<file path="config.mk">
export PLATFORM = sky130hd
export DESIGN_NAME = register_file_sb
export DESIGN_NICKNAME = d
export VERILOG_FILES = /design/src/rtl/cpu_types_pkg.sv /design/src/rtl/regfile_scoreboard.sv /design/src/rtl/register_file_sb.sv
export SDC_FILE = /design/constraint.sdc
export NUM_CORES = 2
export LEC_CHECK = 0
export BUFFER_PORTS_ARGS = -buffer_cell sky130_fd_sc_hd__buf_2
export CORE_MARGIN = 2
export CORE_UTILIZATION = 45
export CTS_CLUSTER_SIZE = 14
export DETAILED_ROUTE_END_ITERATION = 6
export PLACE_DENSITY = 0.66
export SYNTH_ARGS = -nofsm -noshare
export SYNTH_HDL_FRONTEND = slang
export SYNTH_SLANG_ARGS = --single-unit
</file>
<file path="constraint.sdc">
create_clock -name CLK -period 5.2 [get_ports CLK]
set_clock_uncertainty 0.2 [all_clocks]
set_input_delay 0.26 -clock CLK [delete_from_list [all_inputs] [get_ports CLK]]
set_output_delay 0.26 -clock CLK [all_outputs]
set_load 0.01 [all_outputs]
</file>
<file path="src/rtl/cpu_types_pkg.sv">
// ---------------------------------------------------------------------------
// cpu_types_pkg
// Shared datapath types for the CPU core.
//   word_t   : 32-bit architectural data word
//   regidx_t : architectural register index (default 32 registers -> 5 bits)
//   REG_ZERO : index of the hardwired zero register
// ---------------------------------------------------------------------------
package cpu_types_pkg;

  localparam int XLEN   = 32;
  localparam int REG_AW = 5;

  typedef logic [XLEN-1:0]   word_t;
  typedef logic [REG_AW-1:0] regidx_t;

  localparam regidx_t REG_ZERO = '0;

endpackage

</file>
<file path="src/rtl/regfile_scoreboard.sv">
// ---------------------------------------------------------------------------
// regfile_scoreboard
// Per-register pending (busy) bits for the register file. Issue marks a
// destination pending, writeback clears it, flush clears everything.
// Priority (highest first): RST, FLUSH, issue set, writeback clear.
// Bit 0 is never set.
// Ports:
//   CLK, RST        clock, synchronous active-high reset
//   ISS, isel       issue strobe and destination index
//   WEN0, wsel0     write port 0 enable / index (clears busy)
//   WEN1, wsel1     write port 1 enable / index (clears busy)
//   FLUSH           clear all pending bits
//   busy            registered busy vector, one bit per register
// ---------------------------------------------------------------------------
module regfile_scoreboard #(
  parameter  int NREGS = 32,
  localparam int AW    = $clog2(NREGS)
) (
  input  logic             CLK,
  input  logic             RST,
  input  logic             ISS,
  input  logic [AW-1:0]    isel,
  input  logic             WEN0,
  input  logic [AW-1:0]    wsel0,
  input  logic             WEN1,
  input  logic [AW-1:0]    wsel1,
  input  logic             FLUSH,
  output logic [NREGS-1:0] busy
);
  import cpu_types_pkg::*;

  localparam logic [AW-1:0] ZIDX = AW'(REG_ZERO);

  logic [NREGS-1:0] busy_nxt;

  // Later assignments override earlier ones, giving clear < set < flush.
  always_comb begin
    busy_nxt = busy;
    if (WEN0 && (wsel0 != ZIDX)) busy_nxt[wsel0] = 1'b0;
    if (WEN1 && (wsel1 != ZIDX)) busy_nxt[wsel1] = 1'b0;
    if (ISS  && (isel  != ZIDX)) busy_nxt[isel]  = 1'b1;
    if (FLUSH)                   busy_nxt        = '0;
    busy_nxt[0] = 1'b0;
  end

  always_ff @(posedge CLK) begin
    if (RST) busy <= '0;
    else     busy <= busy_nxt;
  end

endmodule

</file>
<file path="src/rtl/register_file_sb.sv">
// ---------------------------------------------------------------------------
// register_file_sb
// Scoreboarded multi-port register file: NRD combinational read ports, two
// write ports (port 1 wins on a same-index collision), and a per-register
// busy bit kept by regfile_scoreboard. Register 0 reads as zero, never busy.
// Optional feature macro: REGFILE_BYPASS_EN
//   defined   : a read of a register being written this cycle returns the
//               incoming data (port 1 preferred) and reports not-busy.
//   undefined : reads return stored contents and stored busy bits only.
// Ports:
//   CLK, RST              clock, synchronous active-high reset
//   rsel  [NRD][AW]       read selects
//   rdat  [NRD][WIDTH]    read data
//   rbusy [NRD]           busy flag of the selected register
//   WEN0, wsel0, wdat0    write port 0 (older instruction)
//   WEN1, wsel1, wdat1    write port 1 (younger instruction, priority)
//   ISS, isel             issue: mark isel pending
//   FLUSH                 clear all pending bits
// ---------------------------------------------------------------------------
module register_file_sb #(
  parameter  int WIDTH = 32,
  parameter  int NREGS = 32,
  parameter  int NRD   = 2,
  localparam int AW    = $clog2(NREGS)
) (
  input  logic                      CLK,
  input  logic                      RST,
  input  logic [NRD-1:0][AW-1:0]    rsel,
  output logic [NRD-1:0][WIDTH-1:0] rdat,
  output logic [NRD-1:0]            rbusy,
  input  logic                      WEN0,
  input  logic [AW-1:0]             wsel0,
  input  logic [WIDTH-1:0]          wdat0,
  input  logic                      WEN1,
  input  logic [AW-1:0]             wsel1,
  input  logic [WIDTH-1:0]          wdat1,
  input  logic                      ISS,
  input  logic [AW-1:0]             isel,
  input  logic                      FLUSH
);
  import cpu_types_pkg::*;

  localparam logic [AW-1:0] ZIDX = AW'(REG_ZERO);

  logic [WIDTH-1:0] regs [NREGS];
  logic [NREGS-1:0] busy;
  logic             wr0;
  logic             wr1;

  assign wr0 = WEN0 && (wsel0 != ZIDX);
  assign wr1 = WEN1 && (wsel1 != ZIDX);

  regfile_scoreboard #(
    .NREGS (NREGS)
  ) u_sb (
    .CLK   (CLK),
    .RST   (RST),
    .ISS   (ISS),
    .isel  (isel),
    .WEN0  (WEN0),
    .wsel0 (wsel0),
    .WEN1  (WEN1),
    .wsel1 (wsel1),
    .FLUSH (FLUSH),
    .busy  (busy)
  );

  // Port 1 is assigned last so its data lands on a same-index collision.
  // Index 0 is never written, so regs[0] keeps its reset value of zero.
  always_ff @(posedge CLK) begin
    if (RST) begin
      for (int r = 0; r < NREGS; r++) regs[r] <= '0;
    end else begin
      if (wr0) regs[wsel0] <= wdat0;
      if (wr1) regs[wsel1] <= wdat1;
    end
  end

  always_comb begin
    for (int i = 0; i < NRD; i++) begin
      rdat[i]  = regs[rsel[i]];
      rbusy[i] = busy[rsel[i]];
`ifdef REGFILE_BYPASS_EN
      // The in-flight write resolves the hazard, so the port is not busy
      // even if the same index is being re-issued this cycle.
      if (wr1 && (wsel1 == rsel[i])) begin
        rdat[i]  = wdat1;
        rbusy[i] = 1'b0;
      end else if (wr0 && (wsel0 == rsel[i])) begin
        rdat[i]  = wdat0;
        rbusy[i] = 1'b0;
      end
`endif
      // Forced zero also masks the unreset contents of regs[0] at power-up.
      if (rsel[i] == ZIDX) begin
        rdat[i]  = '0;
        rbusy[i] = 1'b0;
      end
    end
  end

endmodule

</file>
# Word level (Yosys, flattened, before mapping)
# Memory sizes are Yosys's and may differ from the RTL's.
# Index checks and enable logic that the tools add are counted.
# Widths: inputs -> output; s select.
# totals
reg_bits,32
latchBits,0
ram_bits,1024
rom_bits,0
in_bits,95
out_inout_bits,66
wordCells,61
memories,1
# mem_list
memory,words,word_bits,read_ports,rd_clocked_by_memory_dff,write_ports,line,text
regs,32,32,2,0,32,register_file_sb.sv:45,logic [WIDTH-1:0] regs [NREGS];
# classes
n_addsub,0
mul,0
div,0
order_cmp,8
n_eq_ne,0
shifts,0
mux,31
n_bitwise,5
n_reduce_logical,14
# ops
operator,n
$mux 32,7
$and 32x32->32,2
$not 32->32,2
$reduce_or 32->1,2
$or 32x32->32,1
$lt 5x6->1 const B,5
$mux 1,17
$demux 1 s5,3
$ge 5x1->1 const B,3
$reduce_bool 5->1,3
$bmux 1 s5,2
$logic_not 5->1,2
$mux 5,2
$logic_and 1x1->1,6
$reduce_or 2->1,1

# Logic depth before layout (Yosys ltp)
# depth
depth_word,11
depth_mapped,8
mapped_depth_nobuf,4

# Hierarchy
# Synthesis repeated with hierarchy kept, for this count alone.
# unflattened
cells_unflattened,4128
hier_area_um2,60835.8
# by_module_without_submodules
mod,instances,cells_each,area_per_inst_um2,seq_area_each_um2
register_file_sb,1,3943,59303.1,30749.5
regfile_scoreboard,1,185,1532.7,620.6

# Worst setup path before layout
# Ideal clock, no wire load.
# synth_timing
kind,input -> register
start,input port wsel0[0]
end,memory regs[4][0] (enable)
setup_ns,0.431
arrival_ns,2.607
t_required_ns,4.569
path_slack_ns,1.962
stages,5
path_buffers,2
cell_sequence,buf_2 and2b_2 nand2b_1 buf_2 o211ai_1
# synth_rtl
element,line,text
from (decl),register_file_sb.sv:32,"input logic [AW-1:0] wsel0,"
to (decl),register_file_sb.sv:45,

==> results.sh <==
export IMPL_synth_edff_count=1024
export IMPL_cts_setup_buffers=0
export IMPL_crit_cells=5
export IMPL_crit_fanout=97
export IMPL_port_buffers=160
export IMPL_final_max_slew_viol_count=0
export IMPL_crit_slowest_cell="a311oi_1"
export IMPL_post_route_util_pct=49.82
export IMPL_cpLargestDelayFamily="compound AO/OA/AOI/OAI gates"
export IMPL_cts_max_path_buffers=3
export IMPL_area_growth_synth_to_final_pct=9.796
export IMPL_gp_congestion=0.8974
export IMPL_status="complete, but fails checks"
export IMPL_slowest_delay_ns=1.03
export IMPL_grt_pass1_wl_um=344900
export IMPL_firstDrtPassIters=6
export IMPL_synth_top_area_share_pct=50.02
export IMPL_wl_per_cell_um=42.31
export IMPL_ios=161
export IMPL_grt_pass1_vias=45180
export IMPL_routed_wl_um=249000
export IMPL_yosysMostFrequentCell="edfxtp_1"
export IMPL_yosysSeqAreaShare_pct=51.03
export IMPL_hpwl_um=143300
export IMPL_cts_tree="built"
export IMPL_worstHoldPathType="in2reg"
export IMPL_regArea_um2=31370
export IMPL_met2_usage_pct=52.01
export IMPL_place_area_um2=63410
export IMPL_critPathKind="in2out"
export IMPL_max_freq_ghz=0.2528
export IMPL_core_area_um2=135500
export IMPL_setup_viol=0
export IMPL_worst_ep_arrival_time_ns=3.50
export IMPL_synthesis_area_um2=61470
export IMPL_grt_busiest_layer="met2"
export IMPL_worstRegToRegCells=3
export IMPL_die_h_um=373.6
export IMPL_clock_root_buffer="clkbuf_16"
export IMPL_antenna_found_initial=19
export IMPL_cp_required_ns=4.74
export IMPL_regToRegStartpoint="u_sb.busy[20]"
export IMPL_drt_iter0_drc=8155
export IMPL_setup_tns_ns=0
export IMPL_final_nets=4091
export IMPL_grt_total_usage_pct=34.72
export IMPL_worst_slack_ns=1.244
export IMPL_p_sw_share_pct=26.67
export IMPL_path_buf_inv=2
export IMPL_drive_above_1_share_pct=26.92
export IMPL_clk_pin_slew_worst_paths_ns=0.06
export IMPL_n_fill_cell=11300
export IMPL_p_leak_nw=22.77
export IMPL_yosysWarnings=0
export IMPL_rsz0062_at_grt="no"
export IMPL_grt_max_degree=98
export IMPL_met3_usage_pct=11.03
export IMPL_ys_flop_type="edfxtp_1"
export IMPL_critPathCapture="rdat[60]"
export IMPL_synth_area_leader_cell="edfxtp_1"
export IMPL_drt_vias_per_instance=7.855
export IMPL_p_seq_share_pct=47.1
export IMPL_multi_input_area_um2=27470
export IMPL_stdcell_area_um2=67500
export IMPL_clkPwrFrac_pct=39.4
export IMPL_crit_path_start="rsel[7]"
export IMPL_grt_util_met1_pct=44.24
export IMPL_place_worst_setup_slack_ns=1.533
export IMPL_endpoint_kind="output pin"
export IMPL_ys_types=57
export IMPL_async_flop_share_pct=0
export IMPL_power_switching_w=0.005733
export IMPL_h_tree_depth=3
export IMPL_cts_buffers=115
export IMPL_cp_cell_sequence="buf_8 -> or4_4 -> o21ai_0 -> a311oi_1 -> buf_2"
export IMPL_synth_commonest_cells="edfxtp_1, a22o_1, mux4_2"
export IMPL_synthesis_area_per_instance_um2=14.96
export IMPL_irDropWorstVdd_mv=0.2807
export IMPL_drc_errors=0
export IMPL_min_period_ns=3.956
export IMPL_period_share_pct=76.07
export IMPL_worst_pin_slew_ns=1.494
export IMPL_grt_overflow_total=0
export IMPL_cts_hold_buf=26
export IMPL_cts_resized=0
export IMPL_p_int_w=0.01576
export IMPL_p_per_area_nw_per_um2=318.5
export IMPL_initial_core_util_pct=45.38
export IMPL_p_comb_share_pct=13.5
export IMPL_cts_sinks=1055
export IMPL_violations="capacitance limit"
export IMPL_r2r_end="u_sb.busy[20]"
export IMPL_dr_total_vias=46230
export IMPL_die_x_um=373.6
export IMPL_power_w=0.02150
export IMPL_rows=135
export IMPL_finalHoldViolations=0
export IMPL_r2r_slack_ns=3.75
export IMPL_drv_cap=1
export IMPL_clkLatencyLatePin_ns=0.74
export IMPL_maxSlewHeadroom_pct=0.1317
export IMPL_die_area_um2=139600
export IMPL_ys_ff_latch=1055
export IMPL_postRouteAntennaNets=0
export IMPL_worstSetupStartpointType="input pin"
export IMPL_synth_area_top_cells="edfxtp_1, a22o_1, mux4_2"
export IMPL_postSynthCellCount=4108
[placed cells by master, fill, tap and decap left out, types with 6 or more instances in the layout]
| cell type | synthesis | layout |
|---|---|---|
| a22o_1 | 992 | 992 |
| a32oi_1 | 11 | 11 |
| buf_2 | 192 | 153 |
| clkinv_1 | 0 | 26 |
| nand2_1 | 103 | 103 |
| dlygate4sd3_1 | 0 | 26 |
| nor3b_4 | 4 | 28 |
| nor2b_1 | 70 | 68 |
| a221oi_2 | 42 | 42 |
| clkinvlp_4 | 0 | 10 |
| clkbuf_16 | 0 | 116 |
| edfxtp_1 | 1024 | 1024 |
| o21ai_0 | 55 | 55 |
| a221oi_1 | 6 | 6 |
| bufinv_16 | 0 | 15 |
| conb_1 | 1 | 32 |
| nor2_4 | 0 | 33 |
| dfxtp_1 | 31 | 31 |
| o2111ai_1 | 18 | 18 |
| inv_6 | 0 | 6 |
| mux4_2 | 376 | 376 |
| a211oi_1 | 64 | 64 |
| a22oi_1 | 66 | 66 |
| clkinv_2 | 0 | 25 |
| buf_12 | 0 | 12 |
| diode_2 | 0 | 7 |
| mux2i_1 | 132 | 132 |
| a21oi_1 | 22 | 22 |
| nand3_2 | 2 | 13 |
| o21ai_1 | 59 | 59 |
| mux4_1 | 84 | 84 |
| nor2_1 | 55 | 23 |
| buf_4 | 28 | 163 |
| mux2_2 | 68 | 68 |
| o211ai_1 | 40 | 40 |
| nand2b_1 | 8 | 6 |
| a311oi_1 | 66 | 66 |
| clkbuf_1 | 322 | 15 |
[metal layers]
metal | vias up | part of all wire (%)
li1 | 17340 | -
met1 | 23270 | 34
met2 | 4516 | 44
met3 | 1082 | 15
met4 | 20 | 7.0
met5 | - | 0.064
[worst register-to-register path: cells and delay by family (launching register included)]
family / cells / cell delay [ns]
AOI/OAI and AO/OA: 2 / 0.27
DFF: 1 / 0.36
buffers and inverters: 1 / 0.57
[stage by stage]
step | hold WS [ns] | cells
2_1_floorplan | 0.2690 | 4139
6_report | 0.01789 | 5885
3_5_place_dp | 0.3028 | 5634
5_1_grt | 0.03683 | 5879
3_3_place_gp | 0.2874 | 5634
4_1_cts | 0.0002446 | 5878
[worst min-delay path by stage]
stage,startpoint,slack (ns),end,cells after the start
2_1_floorplan,wdat0[0],0.27,regs[28][0],1
3_3_place_gp,u_sb.busy[13],0.29,u_sb.busy[13],2
3_5_place_dp,u_sb.busy[24],0.30,u_sb.busy[24],2
4_1_cts,wdat0[6],0.0002,regs[7][6],2
5_1_grt,wdat0[6],0.04,regs[7][6],2
6_report,wdat0[17],0.02,regs[19][17],2
[sequential cells by signal, indices dropped and copies added (netlist names)]
| name | flops |
|---|---|
| regs | 1024 |
| u_sb.busy | 31 |
[power by group through the flow]
stage          sequential (W)  combinational (W)  clock [W]
2_1_floorplan          0.0102            0.00182          0
3_3_place_gp           0.0102            0.00277          0
3_5_place_dp           0.0103            0.00279          0
4_1_cts                0.0101            0.00281    0.00844
5_1_grt                0.0102            0.00295    0.00875
6_report               0.0101            0.00289    0.00848
[final cells by class]
type | instances | share of cell area (%)
inverter | 3 | 0.02410
clock inverter | 87 | 1.262
multi-input combinational | 2460 | 40.70
antenna | 7 | 0.02595
tap | 1781 | 3.302
clock buffer | 131 | 4.384
sequential | 1055 | 46.48
timing repair buffer | 361 | 3.828
[kinds of logic (layout without fill, tap and decap cells)]
| kind of cell | after synthesis | in the layout | synth area share (%) |
|---|---|---|---|
| other | 1 | 39 | 0.006100 |
| flip-flops | 1055 | 1055 | 51.03 |
| AO/OA/AOI/OAI | 1443 | 1443 | 19.81 |
| multiplexers | 660 | 660 | 20.76 |
| buffers and inverters | 624 | 582 | 5.251 |
| AND/OR/NAND/NOR | 325 | 325 | 3.138 |
(Power assumes the default switching activity.)
